`config.mk`:
```
export PLATFORM = sky130hd
export DESIGN_NAME = bti_dma_flat
export DESIGN_NICKNAME = d
export VERILOG_FILES = /design/src/rtl/bti_pkg.sv /design/src/rtl/bti_if.sv /design/src/rtl/bti_dma.sv /design/src/flat_wrapper.sv
export SDC_FILE = /design/constraint.sdc
export NUM_CORES = 1
export LEC_CHECK = 0
export BUFFER_PORTS_ARGS = -buffer_cell sky130_fd_sc_hd__buf_2
export CAP_MARGIN = 20
export CELL_PAD_IN_SITES_DETAIL_PLACEMENT = 1
export CELL_PAD_IN_SITES_GLOBAL_PLACEMENT = 1
export CORE_AREA = 2 2 152 154
export DETAILED_ROUTE_END_ITERATION = 16
export DIE_AREA = 0 0 154 156
export PLACE_DENSITY = 0.81
export SLEW_MARGIN = 20
export SYNTH_ARGS = -nofsm -noshare
export SYNTH_HDL_FRONTEND = slang
export SYNTH_SLANG_ARGS = --single-unit
```
`constraint.sdc`:
```
create_clock -name clk -period 3.6 [get_ports clk]
set_clock_uncertainty 0.05 [all_clocks]
set_input_delay 0.36 -clock clk [delete_from_list [all_inputs] [get_ports clk]]
set_output_delay 0.36 -clock clk [all_outputs]
set_load 0.005 [all_outputs]
```
`src/rtl/bti_pkg.sv`:
```
// Shared BTI command encoding and DMA controller state encoding.
package bti_pkg;

    typedef enum logic {
        BTI_RD = 1'b0,
        BTI_WR = 1'b1
    } bti_cmd_e;

    typedef enum logic [2:0] {
        IDLE   = 3'd0,
        RD_REQ = 3'd1,
        RD_RSP = 3'd2,
        WR_REQ = 3'd3,
        WR_RSP = 3'd4,
        FIN    = 3'd5
    } dma_state_e;

endpackage

```
`src/rtl/bti_if.sv`:
```
// BTI request channel (initiator drives payload) and response channel (target drives payload).
interface bti_req_if_t #(
    parameter int unsigned AW = 32,
    parameter int unsigned DW = 32
);
    logic                 vld;
    logic                 rdy;
    logic [AW-1:0]        addr;
    bti_pkg::bti_cmd_e    cmd;
    logic [DW-1:0]        wdata;
    logic [DW/8-1:0]      strb;

    modport mst (output vld, addr, cmd, wdata, strb, input rdy);
    modport slv (input vld, addr, cmd, wdata, strb, output rdy);
endinterface

interface bti_rsp_if_t #(
    parameter int unsigned DW = 32
);
    logic          vld;
    logic          rdy;
    logic [DW-1:0] data;
    logic          ok;

    modport mst (output vld, data, ok, input rdy);
    modport slv (input vld, data, ok, output rdy);
endinterface

```
`src/rtl/bti_dma.sv`:
```
// Word-by-word BTI memory-to-memory copy engine, one transaction outstanding at a time.
// Defining BTI_DMA_FILL_EN adds a fill mode that writes a constant pattern without reading.
module bti_dma
    import bti_pkg::*;
#(
    parameter int unsigned BTI_AW = 32,
    parameter int unsigned BTI_DW = 32,
    parameter int unsigned LEN_W  = 16
) (
    input  logic              clk,
    input  logic              rst_n,
    input  logic              start,
    input  logic [BTI_AW-1:0] src_addr,
    input  logic [BTI_AW-1:0] dst_addr,
    input  logic [LEN_W-1:0]  len,
`ifdef BTI_DMA_FILL_EN
    input  logic              fill,
    input  logic [BTI_DW-1:0] fill_data,
`endif
    output logic              busy,
    output logic              done,
    output logic              err,
    bti_req_if_t.mst          bti_req_mst,
    bti_rsp_if_t.slv          bti_rsp_slv
);

    localparam int unsigned       WORD_BYTES = BTI_DW / 8;
    localparam logic [BTI_AW-1:0] ADDR_STEP  = BTI_AW'(WORD_BYTES);

    dma_state_e        r_state;
    logic [BTI_AW-1:0] r_src;
    logic [BTI_AW-1:0] r_dst;
    logic [LEN_W-1:0]  r_cnt;
    logic [BTI_DW-1:0] r_data;
    logic              r_fill;
    logic              r_busy;
    logic              r_done;
    logic              r_err;
    logic              r_req_vld;
    bti_cmd_e          r_req_cmd;
    logic [BTI_AW-1:0] r_req_addr;
    logic              r_rsp_rdy;

    logic              w_req_hs;
    logic              w_rsp_hs;
    logic              w_last;
    logic              w_fill;
    logic [BTI_DW-1:0] w_fill_data;
    logic [BTI_AW-1:0] w_src_nxt;
    logic [BTI_AW-1:0] w_dst_nxt;

`ifdef BTI_DMA_FILL_EN
    assign w_fill      = fill;
    assign w_fill_data = fill_data;
`else
    assign w_fill      = 1'b0;
    assign w_fill_data = '0;
`endif

    assign w_req_hs  = r_req_vld & bti_req_mst.rdy;
    assign w_rsp_hs  = r_rsp_rdy & bti_rsp_slv.vld;
    assign w_last    = (r_cnt == LEN_W'(1));
    assign w_src_nxt = r_src + ADDR_STEP;
    assign w_dst_nxt = r_dst + ADDR_STEP;

    // Sequencer: every output and request field is a register updated on state transitions.
    always_ff @(posedge clk or negedge rst_n) begin
        if (!rst_n) begin
            r_state    <= IDLE;
            r_src      <= '0;
            r_dst      <= '0;
            r_cnt      <= '0;
            r_data     <= '0;
            r_fill     <= 1'b0;
            r_busy     <= 1'b0;
            r_done     <= 1'b0;
            r_err      <= 1'b0;
            r_req_vld  <= 1'b0;
            r_req_cmd  <= BTI_RD;
            r_req_addr <= '0;
            r_rsp_rdy  <= 1'b0;
        end else begin
            r_done <= 1'b0;
            case (r_state)
                IDLE: begin
                    if (start) begin
                        r_src  <= src_addr;
                        r_dst  <= dst_addr;
                        r_cnt  <= len;
                        r_fill <= w_fill;
                        r_err  <= 1'b0;
                        r_busy <= 1'b1;
                        if (w_fill) begin
                            r_data <= w_fill_data;
                        end
                        if (len == '0) begin
                            r_state <= FIN;
                        end else if (w_fill) begin
                            r_state    <= WR_REQ;
                            r_req_vld  <= 1'b1;
                            r_req_cmd  <= BTI_WR;
                            r_req_addr <= dst_addr;
                        end else begin
                            r_state    <= RD_REQ;
                            r_req_vld  <= 1'b1;
                            r_req_cmd  <= BTI_RD;
                            r_req_addr <= src_addr;
                        end
                    end
                end
                RD_REQ: begin
                    if (w_req_hs) begin
                        r_req_vld <= 1'b0;
                        r_rsp_rdy <= 1'b1;
                        r_state   <= RD_RSP;
                    end
                end
                RD_RSP: begin
                    if (w_rsp_hs) begin
                        r_rsp_rdy <= 1'b0;
                        if (!bti_rsp_slv.ok) begin
                            r_err   <= 1'b1;
                            r_state <= FIN;
                        end else begin
                            r_data     <= bti_rsp_slv.data;
                            r_state    <= WR_REQ;
                            r_req_vld  <= 1'b1;
                            r_req_cmd  <= BTI_WR;
                            r_req_addr <= r_dst;
                        end
                    end
                end
                WR_REQ: begin
                    if (w_req_hs) begin
                        r_req_vld <= 1'b0;
                        r_rsp_rdy <= 1'b1;
                        r_state   <= WR_RSP;
                    end
                end
                WR_RSP: begin
                    if (w_rsp_hs) begin
                        r_rsp_rdy <= 1'b0;
                        if (!bti_rsp_slv.ok) begin
                            r_err   <= 1'b1;
                            r_state <= FIN;
                        end else begin
                            r_src <= w_src_nxt;
                            r_dst <= w_dst_nxt;
                            r_cnt <= r_cnt - LEN_W'(1);
                            if (w_last) begin
                                r_state <= FIN;
                            end else if (r_fill) begin
                                r_state    <= WR_REQ;
                                r_req_vld  <= 1'b1;
                                r_req_cmd  <= BTI_WR;
                                r_req_addr <= w_dst_nxt;
                            end else begin
                                r_state    <= RD_REQ;
                                r_req_vld  <= 1'b1;
                                r_req_cmd  <= BTI_RD;
                                r_req_addr <= w_src_nxt;
                            end
                        end
                    end
                end
                FIN: begin
                    r_done  <= 1'b1;
                    r_busy  <= 1'b0;
                    r_state <= IDLE;
                end
                default: begin
                    r_state <= IDLE;
                end
            endcase
        end
    end

    assign busy  = r_busy;
    assign done  = r_done;
    assign err   = r_err;

    assign bti_req_mst.vld   = r_req_vld;
    assign bti_req_mst.cmd   = r_req_cmd;
    assign bti_req_mst.addr  = r_req_addr;
    assign bti_req_mst.wdata = r_data;
    assign bti_req_mst.strb  = '1;
    assign bti_rsp_slv.rdy   = r_rsp_rdy;

endmodule

```
`src/flat_wrapper.sv`:
```
// flat-port wrapper written by rule: the top's interface ports become plain ports
module bti_dma_flat import bti_pkg::*;
#(
    parameter int unsigned BTI_AW = 32,
    parameter int unsigned BTI_DW = 32,
    parameter int unsigned LEN_W  = 16
)
  (clk, rst_n, start, src_addr, dst_addr, len, busy, done, err, bti_req_mst_vld, bti_req_mst_addr, bti_req_mst_cmd, bti_req_mst_wdata, bti_req_mst_strb, bti_req_mst_rdy, bti_rsp_slv_vld, bti_rsp_slv_data, bti_rsp_slv_ok, bti_rsp_slv_rdy);
  bti_req_if_t #(.AW((32)), .DW((32))) bti_req_mst_i ();
  bti_rsp_if_t #(.DW((32))) bti_rsp_slv_i ();
  input  logic clk;
  input  logic rst_n;
  input  logic start;
  input  logic [BTI_AW-1:0] src_addr;
  input  logic [BTI_AW-1:0] dst_addr;
  input  logic [LEN_W-1:0] len;
  output logic busy;
  output logic done;
  output logic err;
  output wire logic [$bits(bti_req_mst_i.vld)-1:0] bti_req_mst_vld;
  output wire logic [$bits(bti_req_mst_i.addr)-1:0] bti_req_mst_addr;
  output wire logic [$bits(bti_req_mst_i.cmd)-1:0] bti_req_mst_cmd;
  output wire logic [$bits(bti_req_mst_i.wdata)-1:0] bti_req_mst_wdata;
  output wire logic [$bits(bti_req_mst_i.strb)-1:0] bti_req_mst_strb;
  input wire logic [$bits(bti_req_mst_i.rdy)-1:0] bti_req_mst_rdy;
  input wire logic [$bits(bti_rsp_slv_i.vld)-1:0] bti_rsp_slv_vld;
  input wire logic [$bits(bti_rsp_slv_i.data)-1:0] bti_rsp_slv_data;
  input wire logic [$bits(bti_rsp_slv_i.ok)-1:0] bti_rsp_slv_ok;
  output wire logic [$bits(bti_rsp_slv_i.rdy)-1:0] bti_rsp_slv_rdy;
  assign bti_req_mst_vld = bti_req_mst_i.vld;
  assign bti_req_mst_addr = bti_req_mst_i.addr;
  assign bti_req_mst_cmd = bti_req_mst_i.cmd;
  assign bti_req_mst_wdata = bti_req_mst_i.wdata;
  assign bti_req_mst_strb = bti_req_mst_i.strb;
  assign bti_req_mst_i.rdy = bti_req_mst_rdy;
  assign bti_rsp_slv_i.vld = bti_rsp_slv_vld;
  assign bti_rsp_slv_i.data = bti_rsp_slv_data;
  assign bti_rsp_slv_i.ok = bti_rsp_slv_ok;
  assign bti_rsp_slv_rdy = bti_rsp_slv_i.rdy;
  bti_dma #(.BTI_AW(BTI_AW), .BTI_DW(BTI_DW), .LEN_W(LEN_W)) u_core (.clk(clk), .rst_n(rst_n), .start(start), .src_addr(src_addr), .dst_addr(dst_addr), .len(len), .busy(busy), .done(done), .err(err), .bti_req_mst(bti_req_mst_i), .bti_rsp_slv(bti_rsp_slv_i));
endmodule
```
== Yosys cells after proc, flatten, opt, wreduce, memory -nomap -nowiden ==
Index checks and enable logic that the tools add are counted.

* Register bits: 153
* Input bits: 118

* Add/subtract/negate cells: 3
* Equal/unequal tests: 18
* Bitwise logic cells: 2
* Mux-type cells: 55
* Reduce and logical (&&, ||, !) cells: 18

{| class="wikitable"
|+ Operator list
! operator !! number
|-
| $mux W32 || 13
|-
| $pmux W32 S2 || 2
|-
| $pmux W32 S3 || 1
|-
| $add A32 B3 Y32 const B || 2
|-
| $mux W16 || 3
|-
| $pmux W16 S2 || 1
|-
| $mux W3 || 9
|-
| $mux W1 || 20
|-
| $eq A16 B1 Y1 const B || 1
|-
| $logic_not A16 Y1 || 1
|-
| $sub A16 B1 Y16 const B || 1
|-
| $pmux W3 S5 || 1
|-
| $ne A2 B1 Y1 const B || 6
|-
| $ne A2 B2 Y1 const B || 6
|-
| $reduce_and A9 Y1 || 1
|-
| $reduce_and A4 Y1 || 2
|-
| $reduce_and A8 Y1 || 1
|-
| $reduce_bool A2 Y1 || 4
|-
| $eq A3 B2 Y1 const B || 2
|-
| $eq A3 B3 Y1 const B || 2
|-
| $pmux W1 S2 || 3
|-
| $reduce_and A3 Y1 || 2
|-
| $reduce_and A5 Y1 || 1
|-
| $pmux W1 S4 || 1
|-
| other kinds (8) || 10
|}

== Logic depth before layout (Yosys ltp) ==
Gate-level depths: netlist of run 1.

* Depth after elaboration: 5
* Depth in mapped cells: 8
* Depth with buffers taken out: 7

== Least setup slack after synthesis of run 1 ==
OpenSTA, ideal clock, no wires.

* Kind: flip-flop to flip-flop
* Start: register u_core.r_cnt[1]
* End: register u_core.r_req_addr[25] (netlist: u_core.bti_req_mst.addr[25])
* Library setup time: 125 ps
* Stages on the path, launching flop included: 8
* Slack: 1,418 ps
* Period minus slack after synthesis: 2,182 ps
* Data required time: 3,425 ps
* Data arrival time: 2,007 ps
* Cell sequence: dfrtp_1 -> inv_1 -> ha_1 -> or4b_4 -> o41ai_4 -> nor2_2 -> buf_6 -> mux2_4

* Cells in the longest elaborated chain, start to end: 3

{| class="wikitable"
|+ RTL lines
! element !! RTL line !! source
|-
| start, declared || bti_dma.sv:33 || <nowiki>logic [LEN_W-1:0] r_cnt;</nowiki>
|-
| start signal, assigned || bti_dma.sv:89 || <nowiki>r_cnt <= len;</nowiki>
|-
| start signal, assigned || bti_dma.sv:149 || <nowiki>r_cnt <= r_cnt - LEN_W'(1);</nowiki>
|-
| $eq A16 B1 Y1 || bti_dma.sv:62 || <nowiki>assign w_last = (r_cnt == LEN_W'(1));</nowiki>
|-
| $ne A2 B2 Y1 (no source line) || n/a ||
|-
| $reduce_and A8 Y1 (no source line) || n/a ||
|-
| end signal, assigned || bti_dma.sv:102 || <nowiki>r_req_addr <= dst_addr;</nowiki>
|-
| end signal, assigned || bti_dma.sv:107 || <nowiki>r_req_addr <= src_addr;</nowiki>
|-
| end signal, assigned || bti_dma.sv:129 || <nowiki>r_req_addr <= r_dst;</nowiki>
|-
| end, declared || bti_dma.sv:41 || <nowiki>logic [BTI_AW-1:0] r_req_addr;</nowiki>
|}

Every way passes these cells.
A chain may end at the register's enable or synchronous reset.

== Final worst setup path of run 1 ==
* Start: register u_core.r_state[1]
* End: register u_core.r_req_addr[11] (netlist: u_core.bti_req_mst.addr[11])

* Cells in the longest elaborated chain, start to end: 3
* Elaborated cells between the ends (all ways): 13
* Classes of those cells: eq/ne (9); mux (1); reduce/logical (3)

{| class="wikitable"
|+ RTL lines
! element !! RTL line !! source
|-
| start, declared || bti_dma.sv:30 || <nowiki>dma_state_e r_state;</nowiki>
|-
| start signal, assigned || bti_dma.sv:69 || <nowiki>r_state <= IDLE;</nowiki>
|-
| start signal, assigned || bti_dma.sv:97 || <nowiki>r_state <= FIN;</nowiki>
|-
| start signal, assigned || bti_dma.sv:99 || <nowiki>r_state <= WR_REQ;</nowiki>
|-
| $eq A3 B3 Y1, or another cell as far along || bti_dma.sv:84 || <nowiki>case (r_state)</nowiki>
|-
| $ne A2 B2 Y1 (no source line), or another cell as far along || n/a ||
|-
| $reduce_and A8 Y1 (no source line) || n/a ||
|}

Parallel ways exist; a longest one is shown, timed or not.

==> results of run 1 <==
-- state kept, by name (all words and copies together), names as in the netlist --
signal,count
u_core.bti_req_mst.wdata,32
u_core.err,1
u_core.bti_req_mst.cmd,1
u_core.r_state,3
u_core.bti_req_mst.addr,32
u_core.r_dst,32
u_core.r_cnt,16
u_core.r_src,32
u_core.busy,1
u_core.done,1
u_core.bti_req_mst.vld,1
u_core.bti_rsp_slv.rdy,1
-- per-layer routing --
layer  vias up  track usage (%)  share of wire, %
met1      4405             35.2                45
met4         2             10.5               3.2
met3        72             3.92               6.0
li1       3981                -                 -
met5         -                0             0.041
met2       362             42.0                46
-- final cells by class --
| class | instances | area, um^2 | area share (%) |
|---|---|---|---|
| Sequential cell | 153 | 3830 | 36.1 |
| Clock buffer | 17 | 425 | 4.02 |
| Inverter | 20 | 75.1 | 0.709 |
| Multi-Input combinational cell | 720 | 4560 | 43.0 |
| Clock inverter | 15 | 176 | 1.67 |
| Tap cell | 285 | 357 | 3.37 |
| Timing Repair Buffer | 211 | 1170 | 11.1 |
-- worst max-delay path by stage --
stage / start / endpoint / depth (start not counted)
4_1_cts: u_core.r_state[1]$_DFFE_PN0P_ / u_core.bti_req_mst.addr[14]$_DFFE_PN0P_ / 5
5_1_grt: u_core.r_state[1]$_DFFE_PN0P_ / u_core.bti_req_mst.addr[4]$_DFFE_PN0P_ / 6
3_3_place_gp: u_core.r_state[1]$_DFFE_PN0P_ / u_core.bti_req_mst.addr[6]$_DFFE_PN0P_ / 5
2_1_floorplan: u_core.r_cnt[1]$_DFFE_PN0P_ / u_core.bti_req_mst.addr[25]$_DFFE_PN0P_ / 7
6_report: u_core.r_state[1]$_DFFE_PN0P_ / u_core.bti_req_mst.addr[11]$_DFFE_PN0P_ / 5
3_5_place_dp: u_core.r_state[1]$_DFFE_PN0P_ / u_core.bti_req_mst.addr[14]$_DFFE_PN0P_ / 5
-- cells by family after synthesis --
family / Yosys count / synth area share (%)
AO/OA/AOI/OAI: 334 / 24.8
AND/OR/NAND/NOR: 318 / 18.5
flip-flops: 153 / 43.5
buffers and inverters: 108 / 5.27
multiplexers: 46 / 5.96
XOR/XNOR: 14 / 1.39
adder cells (fa/ha/maj): 4 / 0.568
other: 1 / 0.0426
-- cell usage in the layout (no fill, tap or decap), types with 4 or more instances in the layout --
master / instances
inv_1: 20
nor3_1: 23
o22a_1: 13
nor4_1: 20
clkbuf_16: 17
nand3_1: 48
o22ai_1: 24
o21ai_0: 81
a2bb2oi_1: 18
a21oi_1: 83
ha_1: 4
a222oi_1: 12
nand2_1: 69
conb_1: 4
and2_1: 9
mux2_4: 4
a31o_2: 5
dfrtp_1: 153
a31oi_1: 25
and4_1: 10
buf_2: 186
a22oi_1: 18
nand4_1: 24
or3_1: 5
o31ai_1: 5
and3_1: 20
buf_4: 19
a211oi_1: 4
inv_6: 7
buf_12: 4
xnor2_1: 11
mux2i_1: 6
o31a_1: 4
a22o_1: 4
nor2_1: 67
nor3_2: 4
mux2_2: 36
-- where the power goes --
group          leakage (uW)  internal [uW]  switching (uW)  total, uW
logic               0.00245           1740            2270       4010
registers           0.00180           2570             993       3560
clock network      0.000290           1050             855       1900
total               0.00455           5360            4110       9470
-- cells in the mapped netlist, types with 3 or more instances --
| master | instances | area (um^2) |
|---|---|---|
| a2bb2oi_1 | 18 | 158 |
| ha_1 | 4 | 50.1 |
| mux2i_1 | 6 | 60.1 |
| buf_2 | 17 | 85.1 |
| xnor2_1 | 11 | 96.3 |
| clkbuf_1 | 56 | 210 |
| a31o_2 | 5 | 43.8 |
| o22a_1 | 13 | 114 |
| a222oi_1 | 12 | 120 |
| o32ai_1 | 3 | 26.3 |
| a211oi_1 | 5 | 37.5 |
| nor2_1 | 67 | 251 |
| nand2_1 | 69 | 259 |
| or3_1 | 5 | 31.3 |
| a21o_1 | 3 | 22.5 |
| o311ai_0 | 3 | 26.3 |
| nand3_1 | 48 | 240 |
| and3_1 | 20 | 125 |
| xor2_1 | 3 | 26.3 |
| or4_1 | 3 | 22.5 |
| a22o_1 | 4 | 35.0 |
| o22ai_1 | 24 | 150 |
| a311oi_1 | 3 | 26.3 |
| nor4_1 | 20 | 125 |
| and4_1 | 10 | 87.6 |
| nor3_1 | 23 | 115 |
| buf_6 | 3 | 33.8 |
| and2_1 | 9 | 56.3 |
| mux2_2 | 36 | 405 |
| o21ai_0 | 81 | 405 |
| a22oi_1 | 18 | 135 |
| nand4_1 | 24 | 150 |
| buf_1 | 8 | 30.0 |
| o32a_1 | 3 | 30.0 |
| nor3_2 | 4 | 40.0 |
| mux2_4 | 4 | 60.1 |
| a21oi_1 | 83 | 415 |
| a31oi_1 | 25 | 156 |
| dfrtp_1 | 153 | 3830 |
| o31ai_1 | 5 | 37.5 |
| o31a_1 | 4 | 35.0 |
| inv_1 | 20 | 75.1 |
| buf_4 | 4 | 30.0 |
-- per-stage QoR --
stage	worst slack (ns)	cells	hold WS [ns]	area, um^2
after global routing	0.744	1421	0.0889	10600
after CTS	0.833	1421	0.0836	10600
after floorplan	1.42	981	0.0144	8820
after global placement	0.958	1388	0.377	9980
after detailed placement	0.839	1388	0.387	9980
final	0.816	1421	0.0907	10600
==> impl_results.md, run 1 <==
- Worst-path fanout max: 24
- Family with the most delay on the worst path: simple AND/OR/NAND/NOR gates
- Hold buffers post-CTS: 1
- WL per Instance: 22.2 um
- Period utilisation layout: 77.3%
- Largest stage delay on the critical path: 0.67 ns
- Cts repair resizes: 0
- Remaining DRCs: 0
- Die footprint: 24000 um^2
- Rel. slew slack: 39.5%
- First-pass GRT wire length: 49000 um
- H-tree lvl count: 4
- Initial antenna violation count: 1
- DR vias/cell: 6.21
- Worst Reg-to-Reg Cells: 5
- Vias in the first global route: 8884
- Clk slew on worst S/H paths: 0.08 ns
- Min-Delay Endpoint: u_core.bti_req_mst.wdata[27]$_DFFE_PN0P_
- Detail Placement HPWL: 22300 um
- Worst slew pin tran: 0.898 ns
- Worst-Skew Late Latency: 0.45 ns
- Final setup fails: 0
- Final hold vios: 0
- Crit-path cells: or3b_4 > o41a_1 > buf_4 > nand2_1 > o21ai_0
- RR Endpoint: u_core.bti_req_mst.addr[11]$_DFFE_PN0P_
- Status: finished clean
- Largest net degree at the start of global routing: 76
- GP Congestion: 0.860
- Mapped Cells: 978
- Final ANT Viol Nets: 0
- Total core area: 22400 um^2
- Die width: 154 um
- Worst r2r src: u_core.r_state[1]$_DFFE_PN0P_
- Initial core utilization: 39.4%
- TritonCTS Buffers: 17
- Slowest stage cell, crit path: or3b_4
- Fillers: 2603
- Critical path startpoint category: register
- Syn_area_per_cell: 9.01 um^2
- Mapped Area: 8810 um^2
- Post-CTS Setup Bufs: 0
- Port buffer count: 187
- Seq cells post-synth: 153
- Hold Path Origin: bti_rsp_slv_data[27]
- Predominant post-synthesis flop cell: dfrtp_1
- Finished Core Util: 47.4%
- Routed Wire Length: 31500 um
- RSZ-0062 raised after global routing: false
- Setup CP Type: reg -> reg
- Max Transition Viols Final: 0
- Total track usage: 26.0%
- Share of cells above drive strength 1: 26.5%
- CTS root buf: clkbuf_16
- Sequential share of the synthesized area: 43.5%
- Worst hold path type: in -> reg
- DIE HEIGHT: 156 um
- Buffers & Inverters on Critical Path: 1
- Clock sink count: 153
- Antenna diodes: 0
- Setup crit end kind: register
- Leakage: 0.00455 uW
- Fin crit period: 2.78 ns
- Area Overhead vs Synth: 20.2%
- Hold depth: 2
- Max IR drop VDD: 0.000378 V
- Post-synth EDFFs: 0
- Register-to-Register Setup Slack: 0.82 ns
- First DRT Iteration DRCs: 783
- Boundary Pins: 192
- Max_cap viols: 0
- Critical Path RT: 3.85 ns
- First-pass detailed-route iteration total: 9
- Unique masters post-synth: 70
- Layout Nets: 1245
- Syn. warnings: 0
- Row count: 55
- Vias after detailed routing: 8822
- Async set-reset flop share out of synthesis: 100%
- CTS tree: done
- Grt ovf: 0
- PD cells: 894 nW/um^2
- Power Total: 9470 uW
- Clock Path Buffers: 2
- WP data arrival: 3.04 ns
- Fmax: 0.359 GHz
- Setup TNS: 0 ns
(Power assumes the default switching activity.)
==> run 2: changes to the inputs <==
Settings changed: ABC_AREA from default to 1, CORE_AREA 2 2 152 154 to 2 2 157 159, DIE_AREA 0 0 154 156 to 0 0 159 161, PLACE_DENSITY 0.81 to 0.83.
Clock period 3.6 ns to 2.85 ns, I/O delays scaled along.
==> impl_results.md, run 2 <==
- Status: finished clean
- Most common cell in the netlist: nand2_1
- Worst slew pin tran: 0.913 ns
- TritonCTS Buffers: 17
- Row count: 57
- H-tree lvl count: 4
- Boundary Pins: 192
- Area Overhead vs Synth: 20.5%
- Final ANT Viol Nets: 0
- Clk slew on worst S/H paths: 0.08 ns
- Rel. slew slack: 39.1%
- Setup TNS: 0 ns
- Async set-reset flop share out of synthesis: 100%
- Post-CTS Setup Bufs: 0
- Largest net degree at the start of global routing: 79
- Total core area: 24000 um^2
- Final hold vios: 0
- Predominant post-synthesis flop cell: dfrtp_1
- Vias after detailed routing: 9513
- Comb power frac: 5.5%
- Detail Placement HPWL: 24400 um
- WP data arrival: 2.73 ns
- Slowest stage cell, crit path: nor2_4
- Family with the most delay on the worst path: simple AND/OR/NAND/NOR gates
- CTS tree: done
- P_int: 3470 uW
- Syn. warnings: 0
- First DRT Iteration DRCs: 581
- Hold_ws: 0.0155 ns
- First-pass GRT wire length: 52000 um
- Clock power frac: 48.6%
- Psw: 1310 uW
- Vias in the first global route: 10.0k
- Cell mode on critical path: nand2_1
- Max IR drop VDD: 0.000430 V
- DIE HEIGHT: 161 um
- Grt ovf: 0
- Finished Core Util: 45.9%
- Unique masters post-synth: 37
- Setup crit end kind: register
- Syn_area_per_cell: 7.06 um^2
- Post-synth top cells: nand2_1, nor2_1, dfrtp_1
- Post-synth EDFFs: 0
- Total track usage: 25.5%
- Final worst slack: 0.402 ns
- Remaining DRCs: 0
- Share of cells above drive strength 1: 19.3%
- Max_cap viols: 0
- Initial core utilization: 38.1%
- Fmax: 0.408 GHz
- Routed Wire Length: 32400 um
- Worst-Skew Late Latency: 0.44 ns
- Layout Nets: 1589
- Fin crit period: 2.45 ns
- PD cells: 435 nW/um^2
- Crit-path cells: inv_2 > nand2_1 > nor3_1 > nand2_1 > nand2_2 > nor2_4 > inv_4 > nand2_1 > nand2_1
- First-pass detailed-route iteration total: 5
- Die footprint: 25600 um^2
- Critical Path RT: 3.13 ns
- Worst hold path type: in -> reg
- Top post-synthesis cells by area: dfrtp_1, nand2_1, nor2_1, nand3_1, a21oi_1
- Area share of the leading cell type in the synthesized netlist: 41.9%
- Fillers: 3161
- Setup CP Type: reg -> reg
- Worst-path fanout max: 30
- RSZ-0062 raised after global routing: false
- CTS root buf: clkbuf_16
- Seq cells post-synth: 153
- Clock Path Buffers: 2
- Sequential share of the synthesized area: 41.9%
- Clock sink count: 153
- Final setup fails: 0
- Max Transition Viols Final: 0
- Most common cell after layout, fill and taps aside: nand2_1
- Sequential fraction of design power: 45.9%
- Leakage: 0.00595 uW
- Buffers & Inverters on Critical Path: 2
- Mapped Area: 9130 um^2
- Port buffer count: 187
- Commonest cells after routing, fill and taps aside: nand2_1, nor2_1, buf_2
- Critical path startpoint category: register
- Largest stage delay on the critical path: 0.67 ns
- Initial antenna violation count: 1
- GP Congestion: 0.887
- WL per Instance: 17.9 um
- Die width: 159 um
- Switching share of power: 27.5%
- Period utilisation layout: 85.9%
- Dpl ws: 0.437 ns
- Cell taking the most area after synthesis: dfrtp_1
- Mapped Cells: 1293
- DR vias/cell: 5.27
## run 2: power by group through the flow
stage / Sequential (uW) / Combinational (uW) / Clock [uW]
after floorplan: 2230 / 82.3 / 0
after global placement: 2240 / 257 / 0
after detailed placement: 2240 / 262 / 0
after CTS: 2190 / 267 / 2360
after global routing: 2200 / 293 / 2440
final: 2200 / 264 / 2330
## run 2: area by class of cell
cell class / instances / area [um^2] / share of cell area [%]
clock buffers: 17 / 425 / 3.87
clock inverters: 15 / 174 / 1.58
flip-flops and latches: 153 / 3830 / 34.8
well taps: 324 / 405 / 3.69
inverters: 110 / 415 / 3.78
repair buffers: 205 / 1150 / 10.4
multi-input cells: 980 / 4600 / 41.8
diodes: 1 / 2.50 / 0.0227
## run 2: per-stage QoR
step | cell area, um^2 | total power, uW | cells
after floorplan | 9140 | 2320 | 1296
after global placement | 10400 | 2490 | 1769
after detailed placement | 10400 | 2500 | 1769
after CTS | 11000 | 4820 | 1804
after global routing | 11000 | 4920 | 1805
final | 11000 | 4780 | 1805
## run 2: kinds of logic (layout without fill, tap and decap cells)
kind of cell,count (synthesis),count (layout),share of synthesized area [%]
xor+xnor,7,7,0.672
simple gates,730,730,32.9
compound gates,203,203,12.2
fa+ha+maj,4,4,0.548
flops,153,153,41.9
other cells,1,5,0.0411
buf+inv,163,347,7.78
mux,32,32,3.95
## run 2: final timing paths
kind,from,end,slack [ns],cells past startpoint
max in group asynchronous,rst_n,u_core.r_dst[18]$_DFFE_PN0P_,1.71,3
worst max-delay path,u_core.r_state[2]$_DFFE_PN0P_,u_core.bti_req_mst.addr[15]$_DFFE_PN0P_,0.40,9
worst min-delay path,bti_rsp_slv_data[29],u_core.bti_req_mst.wdata[29]$_DFFE_PN0P_,0.02,2
worst min register to register,u_core.r_dst[0]$_DFFE_PN0P_,u_core.r_dst[0]$_DFFE_PN0P_,0.42,2
min in group asynchronous,rst_n,u_core.bti_req_mst.wdata[0]$_DFFE_PN0P_,0.26,2
worst max register to register,u_core.r_state[2]$_DFFE_PN0P_,u_core.bti_req_mst.addr[15]$_DFFE_PN0P_,0.40,9
## run 2: per-layer routing
metal / global-route usage (%) / vias up / share of wire, %
met5: 0 / - / 0
met1: 31.5 / 4615 / 42
li1: - / 4540 / -
met2: 43.8 / 278 / 49
met4: 11.2 / 0 / 3.7
met3: 4.60 / 80 / 4.9
## run 2: timing repair
action	4_1_cts	5_1_grt
hold endpoints to repair	36	0
hold buffers	3	0
resized for setup	0	0
setup endpoints to repair	0	0
